### src/rtl/dadda_mac_if.sv
// Bus bundle for dadda_mac: operand handshake, external multiplier
// operands/product, and result handshake.
interface dadda_mac_if #(
   parameter int ACC_W = 16,
   parameter int CNT_W = 8
);
   logic             in_valid;
   logic             in_ready;
   logic [3:0]       in_a;
   logic [3:0]       in_b;
   logic             in_last;
   logic [3:0]       mul_a;
   logic [3:0]       mul_b;
   logic [7:0]       mul_op;
   logic             out_valid;
   logic             out_ready;
   logic [ACC_W-1:0] out_acc;
   logic [CNT_W-1:0] out_count;
   logic             out_ovf;

   modport slave (
      input  in_valid, in_a, in_b, in_last, mul_op, out_ready,
      output in_ready, mul_a, mul_b, out_valid, out_acc, out_count, out_ovf
   );

   modport master (
      output in_valid, in_a, in_b, in_last, mul_op, out_ready,
      input  in_ready, mul_a, mul_b, out_valid, out_acc, out_count, out_ovf
   );
endinterface

### src/rtl/dadda_mac.sv
// dadda_mac: dot-product accumulator around an external 4x4 dadda multiplier.
// Operands are registered onto mul_a/mul_b, the product comes back on mul_op
// and is added one cycle later. Build option DADDA_MAC_SATURATE_EN clamps the
// accumulator at all-ones instead of wrapping.
module dadda_mac #(
   parameter int ACC_W = 16,
   parameter int CNT_W = 8
) (
   input logic        clk,
   input logic        rst,
   dadda_mac_if.slave bus
);
   localparam logic [1:0] S_IDLE  = 2'd0;
   localparam logic [1:0] S_ACCUM = 2'd1;
   localparam logic [1:0] S_FLUSH = 2'd2;
   localparam logic [1:0] S_DONE  = 2'd3;

   logic [1:0]       state_q, state_d;
   logic [3:0]       mul_a_q, mul_a_d;
   logic [3:0]       mul_b_q, mul_b_d;
   logic             p_vld_q, p_vld_d;
   logic [ACC_W-1:0] acc_q, acc_d;
   logic [CNT_W-1:0] cnt_q, cnt_d;
   logic             ovf_q, ovf_d;
   logic             accept;
   logic             drain;
   logic [ACC_W:0]   sum;

   assign bus.in_ready  = (state_q == S_IDLE) || (state_q == S_ACCUM);
   assign bus.out_valid = (state_q == S_DONE);
   assign bus.mul_a     = mul_a_q;
   assign bus.mul_b     = mul_b_q;
   assign bus.out_acc   = acc_q;
   assign bus.out_count = cnt_q;
   assign bus.out_ovf   = ovf_q;

   assign accept = bus.in_valid && bus.in_ready;
   assign drain  = (state_q == S_DONE) && bus.out_ready;
   // one extra bit catches the carry out of the accumulator MSB
   assign sum    = {1'b0, acc_q} + {{(ACC_W-7){1'b0}}, bus.mul_op};

   // FSM: FLUSH is the one cycle that lets the last product land before DONE
   always_comb begin
      state_d = state_q;
      case (state_q)
         S_IDLE, S_ACCUM: if (accept) state_d = bus.in_last ? S_FLUSH : S_ACCUM;
         S_FLUSH:         state_d = S_DONE;
         S_DONE:          if (drain) state_d = S_IDLE;
         default:         state_d = S_IDLE;
      endcase
   end

   // datapath: load operands on accept, add the previous cycle's product
   always_comb begin
      mul_a_d = mul_a_q;
      mul_b_d = mul_b_q;
      p_vld_d = accept;
      acc_d   = acc_q;
      cnt_d   = cnt_q;
      ovf_d   = ovf_q;
      if (accept) begin
         mul_a_d = bus.in_a;
         mul_b_d = bus.in_b;
         cnt_d   = cnt_q + CNT_W'(1);
      end
      if (p_vld_q) begin
`ifdef DADDA_MAC_SATURATE_EN
         if (sum[ACC_W]) begin
            acc_d = '1;
            ovf_d = 1'b1;
         end else begin
            acc_d = sum[ACC_W-1:0];
         end
`else
         acc_d = sum[ACC_W-1:0];
         ovf_d = ovf_q | sum[ACC_W];
`endif
      end
      // result consumed: start the next dot product from zero
      if (drain) begin
         acc_d = '0;
         cnt_d = '0;
         ovf_d = 1'b0;
      end
   end

   // state registers; reset drops any partial sum and in-flight product
   always_ff @(posedge clk or posedge rst) begin
      if (rst) begin
         state_q <= S_IDLE;
         mul_a_q <= '0;
         mul_b_q <= '0;
         p_vld_q <= 1'b0;
         acc_q   <= '0;
         cnt_q   <= '0;
         ovf_q   <= 1'b0;
      end else begin
         state_q <= state_d;
         mul_a_q <= mul_a_d;
         mul_b_q <= mul_b_d;
         p_vld_q <= p_vld_d;
         acc_q   <= acc_d;
         cnt_q   <= cnt_d;
         ovf_q   <= ovf_d;
      end
   end
endmodule

### src/flat_wrapper.sv
// flat-port wrapper written by rule: the top's interface ports become plain ports
module dadda_mac_flat 
#(
   parameter int ACC_W = 16,
   parameter int CNT_W = 8
)
  (clk, rst, bus_in_valid, bus_in_a, bus_in_b, bus_in_last, bus_mul_op, bus_out_ready, bus_in_ready, bus_mul_a, bus_mul_b, bus_out_valid, bus_out_acc, bus_out_count, bus_out_ovf);
  dadda_mac_if #(.ACC_W(ACC_W), .CNT_W(CNT_W)) bus_i ();
  input logic clk;
  input logic rst;
  input wire logic [$bits(bus_i.in_valid)-1:0] bus_in_valid;
  input wire logic [$bits(bus_i.in_a)-1:0] bus_in_a;
  input wire logic [$bits(bus_i.in_b)-1:0] bus_in_b;
  input wire logic [$bits(bus_i.in_last)-1:0] bus_in_last;
  input wire logic [$bits(bus_i.mul_op)-1:0] bus_mul_op;
  input wire logic [$bits(bus_i.out_ready)-1:0] bus_out_ready;
  output wire logic [$bits(bus_i.in_ready)-1:0] bus_in_ready;
  output wire logic [$bits(bus_i.mul_a)-1:0] bus_mul_a;
  output wire logic [$bits(bus_i.mul_b)-1:0] bus_mul_b;
  output wire logic [$bits(bus_i.out_valid)-1:0] bus_out_valid;
  output wire logic [$bits(bus_i.out_acc)-1:0] bus_out_acc;
  output wire logic [$bits(bus_i.out_count)-1:0] bus_out_count;
  output wire logic [$bits(bus_i.out_ovf)-1:0] bus_out_ovf;
  assign bus_i.in_valid = bus_in_valid;
  assign bus_i.in_a = bus_in_a;
  assign bus_i.in_b = bus_in_b;
  assign bus_i.in_last = bus_in_last;
  assign bus_i.mul_op = bus_mul_op;
  assign bus_i.out_ready = bus_out_ready;
  assign bus_in_ready = bus_i.in_ready;
  assign bus_mul_a = bus_i.mul_a;
  assign bus_mul_b = bus_i.mul_b;
  assign bus_out_valid = bus_i.out_valid;
  assign bus_out_acc = bus_i.out_acc;
  assign bus_out_count = bus_i.out_count;
  assign bus_out_ovf = bus_i.out_ovf;
  dadda_mac #(.ACC_W(ACC_W), .CNT_W(CNT_W)) u_core (.clk(clk), .rst(rst), .bus(bus_i));
endmodule
### config.mk
export PLATFORM = sky130hd
export DESIGN_NAME = dadda_mac_flat
export DESIGN_NICKNAME = d
export VERILOG_FILES = /design/src/rtl/dadda_mac_if.sv /design/src/rtl/dadda_mac.sv /design/src/flat_wrapper.sv
export SDC_FILE = /design/constraint.sdc
export NUM_CORES = 1
export LEC_CHECK = 0
export BUFFER_PORTS_ARGS = -buffer_cell sky130_fd_sc_hd__buf_2
export CAP_MARGIN = 20
export CORE_UTILIZATION = 53
export CTS_CLUSTER_SIZE = 8
export DETAILED_ROUTE_END_ITERATION = 6
export GPL_TIMING_DRIVEN = 0
export HOLD_SLACK_MARGIN = 0.12
export PLACE_DENSITY = 0.86
export SETUP_SLACK_MARGIN = 0.5
export SYNTH_ARGS = -nofsm -noshare
export SYNTH_HDL_FRONTEND = slang
export SYNTH_SLANG_ARGS = --single-unit
### constraint.sdc
create_clock -name clk -period 2.98 [get_ports clk]
set_input_delay 0.447 -clock clk [delete_from_list [all_inputs] [get_ports clk]]
set_output_delay 0.447 -clock clk [all_outputs]
set_load 0.01 [all_outputs]
Word-level counts from Yosys, hierarchy flattened --
Cells that the tools add are included.
Cells by class: $add $sub $neg 2, eq/ne operators 5, multiplexer cells 10, bitwise gates (word level) 1, reductions and logical operators 8
Operator list (count):
- 2-to-1 mux 16 bit | 2
- adder 16 x 8 -> 17 bit | 1
- 2-to-1 mux 8 bit | 2
- adder 8 x 1 -> 8 bit (second input constant) | 1
- 2-to-1 mux 2 bit | 3
- case mux 2 bit (3 select lines) | 1
- == test 2 bit (second input constant) | 2
- inequality test 2 x 1 -> 1 bit (second input constant) | 2
- nonzero test 2 bit | 2
- == test 2 x 1 -> 1 bit (second input constant) | 1
- logical AND 1 bit | 2
- logical NOT 2 bit | 1
- 2-to-1 mux 1 bit | 2
- AND reduction 2 bit | 1
- OR reduction 2 bit | 1
- logical OR 1 bit | 1
- OR 1 bit | 1
Word-level totals: bits in registers 36, input bits 21, output and inout bits 35, logic and storage cells 33

Depth between registers and ports, before layout --
Gate-level depths: netlist (run 1).
word-level depth 5, mapped depth 6, gate-level depth less buffers 6

Least setup slack after synthesis (run 1) --
OpenSTA, ideal clock, no wires.
path kind register -> register, start register u_core.acc_q[0], in the netlist u_core.bus.out_acc[0], end register u_core.acc_q[10], in the netlist u_core.bus.out_acc[10], arrival 1.820 ns, required time 2.852 ns, setup slack 1.031 ns, stages on the path, launching flop included 7, buffers on the path 0, period minus slack after synthesis 1.949 ns, cells stage by stage dfrtp_1 ha_1 fa_1 a211oi_1 o21a_1 o21ai_0 mux2i_1
Between the ends: cells in the longest elaborated chain, start to end 3
Ends and longest elaborated chain:
- start: declaration | RTL line dadda_mac.sv:22 | logic [ACC_W-1:0] acc_q, acc_d;
- start signal: assignment | RTL line dadda_mac.sv:94 | acc_q <= '0;
- start signal: assignment | RTL line dadda_mac.sv:102 | acc_q <= acc_d;
- adder 16 x 8 -> 17 bit | RTL line dadda_mac.sv:40 | assign sum = {1'b0, acc_q} + {{(ACC_W-7){1'b0}}, bus.mul_op};
- 2-to-1 mux 16 bit | RTL line dadda_mac.sv:66 | if (p_vld_q) begin
- 2-to-1 mux 16 bit | RTL line dadda_mac.sv:80 | if (drain) begin
No other way between the ends. The select of a mux whose other input is x is not followed. A chain may end at the register's enable or synchronous reset.

Worst setup path after layout (run 1) --
start register u_core.acc_q[0], in the netlist u_core.bus.out_acc[0], end register u_core.acc_q[8], in the netlist u_core.bus.out_acc[8]
Same word-level chain as after synthesis.

==> results of run 1 <==
[through the flow]
stage	hold slack, ns	setup WS [ns]	instance area (um2)	power [mW]	std cells
final	0.3051	0.8588	2505	2.268	315
after floorplan	0.5288	1.031	2048	1.573	203
after detailed placement	0.4953	0.7414	2411	1.915	307
after global routing	0.3700	0.7253	2505	2.456	315
after CTS	0.3386	0.8640	2505	2.283	315
after global placement	0.4850	0.7439	2384	1.873	306
[path summary, 6_finish.rpt]
kind	to	slack, ns	cells after the start
max	u_core.bus.out_acc[8]	0.86	6
min	u_core.bus.out_acc[3]	0.31	2
max reg2reg	u_core.bus.out_acc[8]	0.86	6
min reg2reg	u_core.bus.mul_a[3]	0.50	1
max in group asynchronous	u_core.bus.mul_b[1]	2.12	3
min in group clk	u_core.bus.mul_a[3]	0.39	2
[kinds of logic (layout without fill, tap and decap cells)]
kind of cell    after synthesis  in the layout  synth area share
xor+xnor                     12             12           0.05131
compound gates               49             49            0.1619
simple gates                 70             70            0.1766
fa+ha+maj                    10             10           0.06475
flops                        36             36            0.4398
mux                          15             15           0.07819
buf+inv                      11             75           0.02749
[layout by cell type, fill, tap and decap left out, drive strengths merged, types with 4 or more instances in the layout]
master  instances
o211ai          5
ha              9
mux2i           7
clkbuf         10
a21o            5
and3            6
nand2b          4
dfrtp          36
nand4           5
nor2           13
buf            61
xor2           10
nand2          21
o21ai          14
a21oi          10
nand3b          4
mux2            8
[state kept, by name (all words and copies together), names as in the netlist]
register	count
u_core.bus.mul_a	4
u_core.bus.mul_b	4
u_core.bus.out_acc	16
u_core.bus.out_count	8
u_core.bus.out_ovf	1
u_core.p_vld_q	1
u_core.state_q	2
[where the power goes]
part	internal (mW)	total [mW]	switching (mW)
Combinational	0.497	1.10	0.603
Clock	0.188	0.361	0.173
Sequential	0.662	0.806	0.144
[metal layers]
metal,part of all wire,global-route usage,vias up
met2,0.49,0.3843,53
li1,-,-,867
met5,0,0,-
met4,0.018,0.08611,0
met3,0.055,0.05893,9
met1,0.44,0.2846,836
[critical path: cells and delay by family, from the launching register on]
| kind | cells | cell delay, ns |
|---|---|---|
| adders and majority gates | 2 | 0.67 |
| AOI/OAI and AO/OA | 3 | 0.79 |
| DFF | 1 | 0.39 |
| muxes | 1 | 0.14 |
[area by class of cell]
| cell class | count | share of cell area |
|---|---|---|
| timing repair buffer | 56 | 0.1209 |
| inverter | 3 | 0.004496 |
| sequential | 36 | 0.3596 |
| tap | 48 | 0.02398 |
| buffer | 8 | 0.01798 |
| multi-input combinational | 156 | 0.4356 |
| clock buffer | 7 | 0.03447 |
| clock inverter | 1 | 0.002997 |
==> metrics.yaml, run 1 <==
status: "complete, no violations"
overflow: 0
drt-vias-per-instance: 5.603
leakagePower_nw: 1.274
final_util: 0.6791
start_kind: "flip-flop"
crit_required_ns: 3.15
crit_fanout: 3
multiInputGateArea_mm2: 0.001091
rsz0062_at_grt: "false"
antenna_left: 0
postCtsSetupBuffers: 0
syn-cell-area_mm2: 0.002048
antenna_found_initial: 0
ys_seq_elements: 36
crit_chain: "ha_1 > fa_1 > a211oi_1 > o21a_1 > o21ai_0 > mux2i_1"
fp.dieH_um: 64.17
final_max_slew_viol_count: 0
hold_violations: 0
slowest_delay_ns: 0.43
drive_above_1_share: 0.3034
boundaryPins: 56
fin_nets: 297
setup_tns_ns: 0
diodes: 0
drv_cap: 0
synth_largest_area_cell: "dfrtp_1"
tritoncts: "yes"
syn_to_final_growth_pct: 22.30
via_count: 1765
wl_mm: 4.264
cts_resized: 0
worstSetupPathType: "reg -> reg"
synth_top_cells_by_count: "dfrtp_1 (36), nand2_1 (21), o21ai_0 (14)"
first_global_vias: 1663
max-slew-margin-rel: 0.4583
cts_root_buf: "clkbuf_8"
design.die.area_mm2: 0.004117
fmax_ghz: 0.4714
grt_pass1_wl_mm: 7.272
hold_class: "in -> async"
final-setup-viol-count: 0
fillers: 315
slowest_stage: "fa_1"
powerDensity_mw_per_mm2: 905.4
clock_latency_ns: 0.29
holdBufCountCts: 0
regArea_um2: 900.9
start_util: 0.5553
portBuffers: 55
cts_buffers: 5
skew_ns: 0.005354
drc: 0
period_share: 0.7118
r2r-start: "u_core.bus.out_acc[0]"
avgRoutedWirePerCell_um: 13.54
core_mm2: 0.003689
synthCells: 203
cts_sinks: 36
synth_cell_types: 45
synthArstFlopShare: 1.000
period_needed_ns: 2.121
drt_iter0_drc: 65
first_pass_iters: 4
yosys-top-cells-area: "dfrtp_1 (44%), ha_1 (5.5%), mux2_2 (4.4%), xor2_1 (4.3%), nand2_1 (3.8%)"
synthFlopType: "dfrtp_1"
gp_congestion: 0.8670
ys_warn_count: 0
htreeDepth: 2
synth_nets: 234
grt_usage: 0.2297
avgSynthCellArea_um2: 10.09
synth.most_common_cell: "dfrtp_1"
rows: 22
cp.arrival_ns: 2.29
synth_top_area_share: 0.4398
grt_max_degree: 20
clk_pin_slew_worst_paths_ns: 0.07
end_kind: "flip-flop"
worstSetupStartpoint: "u_core.bus.out_acc[0]"
max_slew.worst_pin.slew_ns: 0.8117
dpl.hpwl_mm: 3.269
dieWidth_um: 64.17
ir_drop_mv: 0.4634
yosysSeqAreaShare: 0.4398
synth_edf_count: 0
clockBufferDepth: 2
Power figures use the tool's default switching activity.
==> run 2, diff against run 1 <==
--- a/config.mk
+++ b/config.mk
@@ -5,14 +5,15 @@
 export SDC_FILE = /design/constraint.sdc
 export NUM_CORES = 1
 export LEC_CHECK = 0
+export ABC_AREA = 1
 export BUFFER_PORTS_ARGS = -buffer_cell sky130_fd_sc_hd__buf_2
 export CAP_MARGIN = 20
-export CORE_UTILIZATION = 53
+export CORE_UTILIZATION = 47
 export CTS_CLUSTER_SIZE = 8
 export DETAILED_ROUTE_END_ITERATION = 6
 export GPL_TIMING_DRIVEN = 0
 export HOLD_SLACK_MARGIN = 0.12
-export PLACE_DENSITY = 0.86
+export PLACE_DENSITY = 0.8
 export SETUP_SLACK_MARGIN = 0.5
 export SYNTH_ARGS = -nofsm -noshare
 export SYNTH_HDL_FRONTEND = slang
==> constraint.sdc (replaced) <==
create_clock -name clk -period 1.86 [get_ports clk]
set_input_delay 0.279 -clock clk [delete_from_list [all_inputs] [get_ports clk]]
set_output_delay 0.279 -clock clk [all_outputs]
set_load 0.01 [all_outputs]
==> run 2 against run 1 <==
Effect of this change: sequential cell count did not move; setup slack lost 0.68 ns; hold slack worse by 0.14 ns; clock power grew 96%; largest cell class unchanged; sequential share of layout area fell by 6.4 points; power grew 90%; cell count rose by 30%; via count is 23% higher.
==> metrics.yaml, run 2 <==
via_count: 2172  # was 1765
overflow: 0  # unchanged
cts_sinks: 36  # unchanged
dp_cells: 385  # was 307
design.die.area_mm2: 0.004694  # was 0.004117 mm2
instances_no_fill: 410  # was 315
clockBufferDepth: 2  # unchanged
crit_required_ns: 2.09  # was 3.15 ns
grt_max_degree: 22  # was 20
start_util: 0.5053  # was 0.5553
r2r_slack_ns: 0.18  # was 0.86 ns
placed_area_mm2: 0.002569  # was 0.002411 mm2
fp.dieH_um: 68.52  # was 64.17 um
first_pass_iters: 4  # unchanged
fillers: 299  # was 315
crit_fanout: 4  # was 3
drv_cap: 0  # unchanged
ys_seq_elements: 36  # unchanged
setup_tns_ns: 0  # unchanged
crit_chain: "ha_4 > fa_2 > nand3_2 > nand3_4 > nand2_2 > nand2_1 > nand2_1 > nand2_1 > o21ai_1"  # was ha_1 > fa_1 > a211oi_1 > o21a_1 > o21ai_0 > mux2i_1
hold_class: "in -> async"  # unchanged
cp_top_family: "simple AND/OR/NAND/NOR gates"  # was compound AO/OA/AOI/OAI gates
regArea_um2: 908.4  # was 900.9 um2
powerDensity_mw_per_mm2: 1401  # was 905.4 mW/mm2
end_kind: "flip-flop"  # unchanged
slowest_delay_ns: 0.41  # was 0.43 ns
avgRoutedWirePerCell_um: 14.55  # was 13.54 um
skew_ns: 0.01802  # was 0.005354 ns
gp_congestion: 0.8263  # was 0.8670
core_mm2: 0.004115  # was 0.003689 mm2
path_common_cell: "nand2_1"
drc: 0  # unchanged
ys_warn_count: 0  # unchanged
drt_iter0_drc: 172  # was 65
synth_top_cells_by_count: "nand2_1 (97), dfrtp_1 (36), nor2_1 (33)"  # was dfrtp_1 (36), nand2_1 (21), o21ai_0 (14)
final_cell_mix: "nand2_1 (78), buf_2 (58), dfrtp_1 (30)"  # was buf_2 (58), dfrtp_1 (36), nand2_1 (21)
grt_usage: 0.2623  # was 0.2297
start_kind: "flip-flop"  # unchanged
clk_pin_slew_worst_paths_ns: 0.09  # was 0.07 ns
synth_cell_types: 29  # was 45
status: "complete, no violations"  # unchanged
tritoncts: "yes"  # unchanged
cts_root_buf: "clkbuf_8"  # unchanged
synth_largest_area_cell: "dfrtp_1"  # unchanged
hold_violations: 0  # unchanged
worstSetupPathType: "reg -> reg"  # unchanged
yosysSeqAreaShare: 0.4332  # was 0.4398
final_util: 0.7467  # was 0.6791
period_share: 0.9023  # was 0.7118
path_buf_inv: 0  # unchanged
boundaryPins: 56  # unchanged
synth.most_common_cell: "nand2_1"  # was dfrtp_1
yosys-top-cells-area: "dfrtp_1 (43%), nand2_1 (18%), nor2_1 (6.0%), nand3_1 (5.8%), ha_1 (5.4%)"  # was dfrtp_1 (44%), ha_1 (5.5%), mux2_2 (4.4%), xor2_1 (4.3%), nand2_1 (3.8%)
htreeDepth: 2  # unchanged
synth_top_area_share: 0.4332  # was 0.4398
cp.arrival_ns: 1.91  # was 2.29 ns
first_global_vias: 2097  # was 1663
final_common_cell: "nand2_1"  # was buf_2
grt_pass1_wl_mm: 8.956  # was 7.272 mm
avgSynthCellArea_um2: 7.453  # was 10.09 um2
multiInputGateArea_mm2: 0.001421  # was 0.001091 mm2
final_max_slew_viol_count: 0  # unchanged
cts_buffers: 5  # unchanged
antenna_found_initial: 0  # unchanged
synth_nets: 310  # was 234
max-slew-margin-rel: 0.3930  # was 0.4583
drt-vias-per-instance: 5.298  # was 5.603
rsz0062_at_grt: "true"  # was false
max_slew.worst_pin.slew_ns: 0.9095  # was 0.8117 ns
wl_mm: 5.966  # was 4.264 mm
largest_register_ffs: 16  # unchanged
synth_edf_count: 0  # unchanged
synthCells: 279  # was 203
syn-cell-area_mm2: 0.002079  # was 0.002048 mm2
holdBufCountCts: 0  # unchanged
fin_nets: 390  # was 297
final-setup-viol-count: 0  # unchanged
period_needed_ns: 1.678  # was 2.121 ns
synthArstFlopShare: 1.000  # unchanged
portBuffers: 55  # unchanged
dpl.hpwl_mm: 3.516  # was 3.269 mm
finalInstanceArea_mm2: 0.003073  # was 0.002505 mm2
dieWidth_um: 68.52  # was 64.17 um
slowest_stage: "dfrtp_1"  # was fa_1
drive_above_1_share: 0.4611  # was 0.3034
rows: 23  # was 22
leakagePower_nw: 1.616  # was 1.274 nW
clock_latency_ns: 0.30  # was 0.29 ns
ir_drop_mv: 0.9138  # was 0.4634 mV
syn_to_final_growth_pct: 47.77  # was 22.30%
synthFlopType: "dfrtp_1"  # unchanged
antenna_left: 0  # unchanged
fmax_ghz: 0.5958  # was 0.4714 GHz
diodes: 0  # unchanged
run 2: cell count changes after synthesis, moves of 6 or more:
cell,change
nand2_1,+76
nor2_1,+20
inv_1,+23
nand3_1,+21
mux2i_1,-7
mux2_2,-8
xor2_1,-9
and3_1,-6
run 2: stage by stage:
step | hold WS (ns) | total power [mW] | setup WS [ns]
floorplan | 0.3883 | 2.465 | 0.2635
global placement | 0.4503 | 2.938 | 0.1459
global route | 0.2058 | 4.599 | 0.1019
finish | 0.1619 | 4.304 | 0.1817
CTS | 0.1819 | 4.026 | 0.2416
detailed placement | 0.4531 | 2.989 | 0.1451
run 2: worst paths after layout:
kind                                       start                     to  cells past startpoint
setup / recovery           u_core.bus.out_acc[0]  u_core.bus.out_acc[6]                      9
hold / removal                               rst  u_core.bus.out_acc[1]                      2
setup reg to reg           u_core.bus.out_acc[0]  u_core.bus.out_acc[6]                      9
hold reg to reg              u_core.bus.mul_a[2]    u_core.bus.mul_a[2]                      2
max in group asynchronous                    rst  u_core.bus.out_acc[7]                      2
min in group clk                     bus_in_a[1]    u_core.bus.mul_a[1]                      3
run 2: what timing repair did:
item | 4_1_cts | 5_1_grt
buffers inserted | 13 | 4
resized for setup | 44 | 24
pin swaps | 26 | 19
setup endpoints to repair | 19 | 28
run 2: metal layers:
| metal | vias to the layer above | track usage | part of all wire |
|---|---|---|---|
| met2 | 89 | 0.4350 | 0.49 |
| li1 | 1057 | - | - |
| met3 | 25 | 0.05099 | 0.055 |
| met4 | 0 | 0.1510 | 0.040 |
| met1 | 1001 | 0.3159 | 0.41 |
| met5 | - | 0 | 0 |
run 2: report_power, final:
part	leakage [nW]	internal, mW	switching [mW]
registers	0.461	1.04	0.253
logic	1.10	0.978	1.32
clock network	0.0541	0.397	0.312
run 2: area by class of cell:
type | count | area share
Sequential cell | 36 | 0.2956
Tap cell | 50 | 0.02036
Timing Repair Buffer | 73 | 0.1425
Buffer | 3 | 0.004886
Multi-Input combinational cell | 210 | 0.4625
Inverter | 30 | 0.03787
Clock inverter | 3 | 0.01384
Clock buffer | 5 | 0.02239
run 2: cells by family after synthesis:
logic type	synth area share
and+or+nand+nor	0.3460
buffers and inverters	0.06137
xor gates and xnor gates	0.008425
AOI/OAI and AO/OA	0.08725
adders and majority gates	0.06378
DFF	0.4332
run 2: worst register-to-register path: stages, from the launching register on:
cell	delay (ns)
dfrtp_1	0.41
ha_4	0.18
fa_2	0.35
nand3_2	0.10
nand3_4	0.11
nand2_2	0.10
nand2_1	0.07
nand2_1	0.09
nand2_1	0.08
o21ai_1	0.13
